[src/rtl/saxil_read_arb.sv]
// saxil_read_arb: round-robin arbiter sharing one AXI-Lite read slave between two requesters
module saxil_read_arb #(
  parameter int ADDR_WIDTH = 32,
  parameter int DATA_WIDTH = 32
) (
  input  logic                  saxil_read_arb_clk,
  input  logic                  saxil_read_arb_rst_n,
  input  logic                  m0_arvalid,
  output logic                  m0_arready,
  input  logic [ADDR_WIDTH-1:0] m0_araddr,
  input  logic [2:0]            m0_arprot,
  output logic                  m0_rvalid,
  input  logic                  m0_rready,
  output logic [DATA_WIDTH-1:0] m0_rdata,
  output logic [1:0]            m0_rresp,
  input  logic                  m1_arvalid,
  output logic                  m1_arready,
  input  logic [ADDR_WIDTH-1:0] m1_araddr,
  input  logic [2:0]            m1_arprot,
  output logic                  m1_rvalid,
  input  logic                  m1_rready,
  output logic [DATA_WIDTH-1:0] m1_rdata,
  output logic [1:0]            m1_rresp,
  output logic                  s_arvalid,
  input  logic                  s_arready,
  output logic [ADDR_WIDTH-1:0] s_araddr,
  output logic [2:0]            s_arprot,
  input  logic                  s_rvalid,
  output logic                  s_rready,
  input  logic [DATA_WIDTH-1:0] s_rdata,
  input  logic [1:0]            s_rresp
);
  typedef enum logic [1:0] {IDLE, ADDR, DATA} state_t;
  state_t state, state_nx;
  logic grant, last, pick, accept, done;
  logic [ADDR_WIDTH-1:0] addr_q;
  logic [2:0] prot_q;
  assign s_araddr = addr_q;
  assign s_arprot = prot_q;
  // state register
  always_ff @(posedge saxil_read_arb_clk or negedge saxil_read_arb_rst_n)
    if (!saxil_read_arb_rst_n) state <= IDLE;
    else state <= state_nx;
  // next state, grant selection and channel routing; arready is masked during reset so every output is 0
  always_comb begin
    state_nx   = state;
    m0_arready = 1'b0;
    m1_arready = 1'b0;
    m0_rvalid  = 1'b0;
    m1_rvalid  = 1'b0;
    m0_rdata   = '0;
    m1_rdata   = '0;
    m0_rresp   = 2'b00;
    m1_rresp   = 2'b00;
    s_arvalid  = 1'b0;
    s_rready   = 1'b0;
    pick       = (m0_arvalid && m1_arvalid) ? ~last : m1_arvalid;
    accept     = 1'b0;
    done       = 1'b0;
    case (state)
      IDLE: begin
        accept     = m0_arvalid | m1_arvalid;
        m0_arready = saxil_read_arb_rst_n & m0_arvalid & ~pick;
        m1_arready = saxil_read_arb_rst_n & m1_arvalid & pick;
        state_nx   = accept ? ADDR : IDLE;
      end
      ADDR: begin
        s_arvalid = 1'b1;
        state_nx  = s_arready ? DATA : ADDR;
      end
      DATA: begin
        s_rready  = grant ? m1_rready : m0_rready;
        m0_rvalid = ~grant & s_rvalid;
        m1_rvalid = grant & s_rvalid;
        m0_rdata  = grant ? '0 : s_rdata;
        m1_rdata  = grant ? s_rdata : '0;
        m0_rresp  = grant ? 2'b00 : s_rresp;
        m1_rresp  = grant ? s_rresp : 2'b00;
        done      = s_rvalid & s_rready;
        state_nx  = done ? IDLE : DATA;
      end
      default: state_nx = IDLE;
    endcase
  end
  // capture the winner's request on acceptance; remember who was served when the response completes
  always_ff @(posedge saxil_read_arb_clk or negedge saxil_read_arb_rst_n)
    if (!saxil_read_arb_rst_n) begin
      grant  <= 1'b0;
      last   <= 1'b1;
      addr_q <= '0;
      prot_q <= 3'b000;
    end else begin
      if (accept) begin
        grant  <= pick;
        addr_q <= pick ? m1_araddr : m0_araddr;
        prot_q <= pick ? m1_arprot : m0_arprot;
      end
      if (done) last <= grant;
    end
endmodule

[config.mk]
export PLATFORM = sky130hd
export DESIGN_NAME = saxil_read_arb
export DESIGN_NICKNAME = d
export VERILOG_FILES = /design/src/rtl/saxil_read_arb.sv
export SDC_FILE = /design/constraint.sdc
export NUM_CORES = 1
export LEC_CHECK = 0
export BUFFER_PORTS_ARGS = -buffer_cell sky130_fd_sc_hd__buf_2
export CAP_MARGIN = 20
export CORE_MARGIN = 8
export CORE_UTILIZATION = 35
export DETAILED_ROUTE_END_ITERATION = 8
export PLACE_DENSITY_LB_ADDON = 0.08
export REMOVE_ABC_BUFFERS = 1
export SETUP_SLACK_MARGIN = 0.15
export SLEW_MARGIN = 20
export SYNTH_ARGS = -nofsm -noshare
export SYNTH_HDL_FRONTEND = slang
export SYNTH_SLANG_ARGS = --single-unit
export TNS_END_PERCENT = 30
[constraint.sdc]
create_clock -name saxil_read_arb_clk -period 2.4 [get_ports saxil_read_arb_clk]
set_input_delay 0.6 -clock saxil_read_arb_clk [delete_from_list [all_inputs] [get_ports saxil_read_arb_clk]]
set_output_delay 0.6 -clock saxil_read_arb_clk [all_outputs]
set_load 0.01 [all_outputs]
-- After elaboration in Yosys (flattened, before gate mapping)
Cells that the tools add are included.
W data, S select, Z words.
- flip-flop bits (word level): 39
- bits of input ports: 112
- output and inout bits: 109
- word-level logic and storage cells: 44
- equal/unequal tests: 2
- multiplexer cells: 24
- bitwise operators: 11
- reductions and logical operators: 2
- operators with widths (cell ; number):
    $mux W32 ; 5
    $mux W2 ; 6
    $mux W1 ; 11
    $and A1 B1 Y1 ; 7
    $pmux W2 S3 ; 1
    $mux W3 ; 1
    $not A1 Y1 ; 3
    $eq A2 B1 Y1 const B ; 1
    $eq A2 B2 Y1 const B ; 1
    $logic_not A2 Y1 ; 1
    $logic_and A1 B1 Y1 ; 1
    $or A1 B1 Y1 ; 1

-- Depth between registers and ports, before layout
- depth in word-level cells: 5
- depth in mapped cells: 5
- mapped depth without buffers: 4

-- Least setup slack after synthesis
No wires, ideal clock.
- path type: in2out
- start point: input port m1_arvalid
- end point: output port m0_arready
- arrival time: 1.313 ns
- setup slack: 0.487 ns
- stages: 4
- cells stage by stage: a21bo_2 buf_6 buf_6 and4_1
- word-level cells in the longest chain between the ends: 5
- ends and longest elaborated chain (element ; line ; RTL):
    from (decl) ; 16 ; input logic m1_arvalid,
    $logic_and A1 B1 Y1 ; 57 ; pick = (m0_arvalid && m1_arvalid) ? ~last : m1_arvalid;
    $mux W1 * ; 57 ;
    $not A1 Y1 * ; 63 ; m0_arready = saxil_read_arb_rst_n & m0_arvalid & ~pick;
    $and A1 B1 Y1 * ; 63 ;
    $mux W1 * ; 60 ; case (state)
    to (decl) ; 9 ; output logic m0_arready,
Every way passes the cells marked *; elsewhere a longest branch is shown, timed or not.

-- Worst setup path after layout
- start point: register state[0]
- end point: output port m1_rdata[7]
- word-level cells in the longest chain between the ends: 2
- ends and longest elaborated chain (element ; line ; RTL):
    from (decl) ; 34 ; state_t state, state_nx;
    from (signal assigned) ; 43 ; else state <= state_nx;
    $eq A2 B2 Y1 ; 60 ;
    $mux W32 ; 60 ;
    to (decl) ; 22 ; output logic [DATA_WIDTH-1:0] m1_rdata,
Every way passes these cells.

==> summary.txt <==
Timing
  • Clock skew: 5.68 ps
  • Setup tns final: 0 ps
  • FMAX: 464 MHz
  • Worst slew margin: 0.674
  • Unrepaired setup endpoints after global routing: true
  • Hold slack: 420 ps
  • Final cycle utilization of the critical path: 0.897
  • Final setup fails: 0
  • Pins Over Slew Limit: 0
  • Final hold viol count: 0
  • Slew @ Worst Pin: 488 ps
  • Setup WS post-layout: 247 ps
  • Clock period minus worst slack: 2150 ps

Floorplanning
  • Area of the die: 10000 um^2
  • Die span in x: 100 um
  • Die Height: 100 um
  • I/O Pins: 221
  • Starting Density: 0.362
  • Core Box Area: 6830 um^2
  • Site Rows: 30

Cells and area
  • Diode count: 0
  • Final nets: 548
  • Filler cells: 668
  • Area Overhead vs Synth: 54.5%
  • Most common cell after layout, fill and taps aside: buf_2
  • Commonest cells after routing, fill and taps aside: 220 x buf_2, 70 x and2_1, 54 x mux2_2
  • Layout cell share with drive strength beyond 1: 0.716
  • Post-Layout Cell Count: 532

CTS
  • Post-CTS resize count: 0
  • CTS Buffer Depth: 2
  • Hold buffer count at CTS: 0
  • Clock-pin slew on the worst setup and hold paths: 70 ps
  • Clock buffer count from CTS: 5
  • CTS tree: done
  • Root buffer cell: clkbuf_8
  • # H-tree levels: 2
  • Clock Sinks: 39
  • Post-CTS Setup Inserts: 0
  • Clock latency on the worst-skew pair: 280 ps

Power
  • Maximum vdd drop: 0.000456 V
  • NetSw: 1.33 mW
  • Sw Ratio: 0.369
  • Pwr/cell area: 939 nW/um^2
  • LEAKAGE: 2.17 nW
  • Clk pwr share: 0.121
  • Cell Int Power: 2.26 mW
  • Sequential Power Share: 0.327
  • Combinational power share: 0.552
  • PnR Total Power: 3.59 mW

Global routing
  • First-pass GRT wire length: 12800 um
  • Vias in the first global route: 2308
  • Initial antenna violation count: 0
  • Pin count of the biggest net entering global routing: 40
  • Grt total ovfl: 0
  • Total GRT Usage: 0.159

Logic synthesis
  • Seq/Total Area, Yosys: 0.395
  • Top cell type's share of synthesized area: 0.384
  • Yosys reg bits: 39
  • Largest area contributor in the netlist: dfrtp_1
  • Synth unique cells: 21
  • Synth area leaders: dfrtp_1 38%, mux2_2 25%, and2_1 18%, mux2_4 10%, buf_6 1.4%
  • Yosys warns: 0
  • Post-Syn Area: 2470 um^2
  • Mean post-synth cell area: 11.6 um^2
  • Synth Instances: 214

Routing
  • Post-DR vias/cell: 4.41
  • Wirelength per Cell: 16.2 um
  • DR iter-0 viols: 40
  • TritonRoute pass-1 iters: 4
  • Post-route ant nets: 0
  • Wirelength, routed: 8630 um
  • Via count: 2344
  • Drt drc: 0

Job
  • Max_cap viols: 0

Placement
  • Placed insts: 523
  • Final Wtd Congestion: 0.777
  • DP Worst Slack: 468 ps
  • Hpwl dp: 6990 um
  • Port bufs: 220

Hold path
  • Worst hold-check path type: in2async

Critical path
  • Worst path required time: 1800 ps
  • CP endpoint kind: output port
  • CP max FO: 17
  • Crit path launch type: register
  • WS Path Type: reg2out
  • Arrival time of the worst setup path: 1550 ps

Outcome
  • Status: finished, final reports clean
## worst max-delay path, stage by stage (launching register included)
cell	delay [ps]
dfrtp_1	410
nand2b_2	240
nor2_2	140
buf_4	220
and2_1	140
buf_2	130
## cell type report
cell class | instances | area, um^2 | area share
Multi-Input combinational cell | 160 | 1430 | 0.375
Timing Repair Buffer | 228 | 1200 | 0.313
Sequential cell | 39 | 977 | 0.256
Tap cell | 96 | 120 | 0.0314
Clock buffer | 6 | 82.6 | 0.0216
Inverter | 2 | 7.51 | 0.00196
Clock inverter | 1 | 5.00 | 0.00131
## per-stage QoR
step                area (um^2)  utilization
floorplan                  2400            -
global placement           3700        0.541
detailed placement         3700        0.541
CTS                        3780        0.554
global route               3820        0.560
finish                     3820        0.560
## final timing paths
path / from / endpoint / slack [ps] / cells after the start
max in group asynchronous: saxil_read_arb_rst_n / last / 1620 / 2
min: saxil_read_arb_rst_n / s_araddr[24] / 420 / 2
min in group saxil_read_arb_clk: s_araddr[17] / s_araddr[17] / 500 / 1
min reg2reg: s_araddr[17] / s_araddr[17] / 500 / 1
max reg2reg: last / s_arprot[2] / 710 / 4
max: state[0] / m1_rdata[7] / 250 / 5
## cell usage after synthesis
master	n
mux2i_1	1
and4_1	1
nor2_1	5
a21o_1	1
and2_1	70
a21bo_2	1
mux2_2	54
nand2_1	2
inv_1	2
buf_2	4
nor3b_1	1
nor2b_1	1
dfstp_2	1
nand2b_1	2
nor3_1	1
clkbuf_1	6
mux2_4	17
buf_6	3
o21ai_2	1
dfrtp_1	38
o21ai_0	2
## layer usage
layer  up-vias  wire (um)  track usage
li1       1162          -            -
met1      1077       3430        0.187
met2       103       4350        0.271
met3         2        833       0.0637
met4         0         18       0.0244
met5         -          0            0
## registers in the layout, indices dropped and copies added (netlist names)
register / count
grant: 1
s_araddr: 32
state: 2
s_arprot: 3
last: 1
## cell families after synthesis
kind of cell	share of synthesized area
simple gates	0.204
compound gates	0.0147
flops	0.395
buf+inv	0.0339
mux	0.353
## power by group through the flow
| stage | Sequential [mW] | Combinational, mW | Clock, mW |
|---|---|---|---|
| detailed placement | 1.18 | 1.97 | 0 |
| finish | 1.17 | 1.98 | 0.435 |
| floorplan | 1.32 | 0.961 | 0 |
| CTS | 1.17 | 1.97 | 0.456 |
| global route | 1.22 | 2.14 | 0.483 |
| global placement | 1.17 | 1.96 | 0 |
No activity file was read; power rests on OpenSTA's default activity.
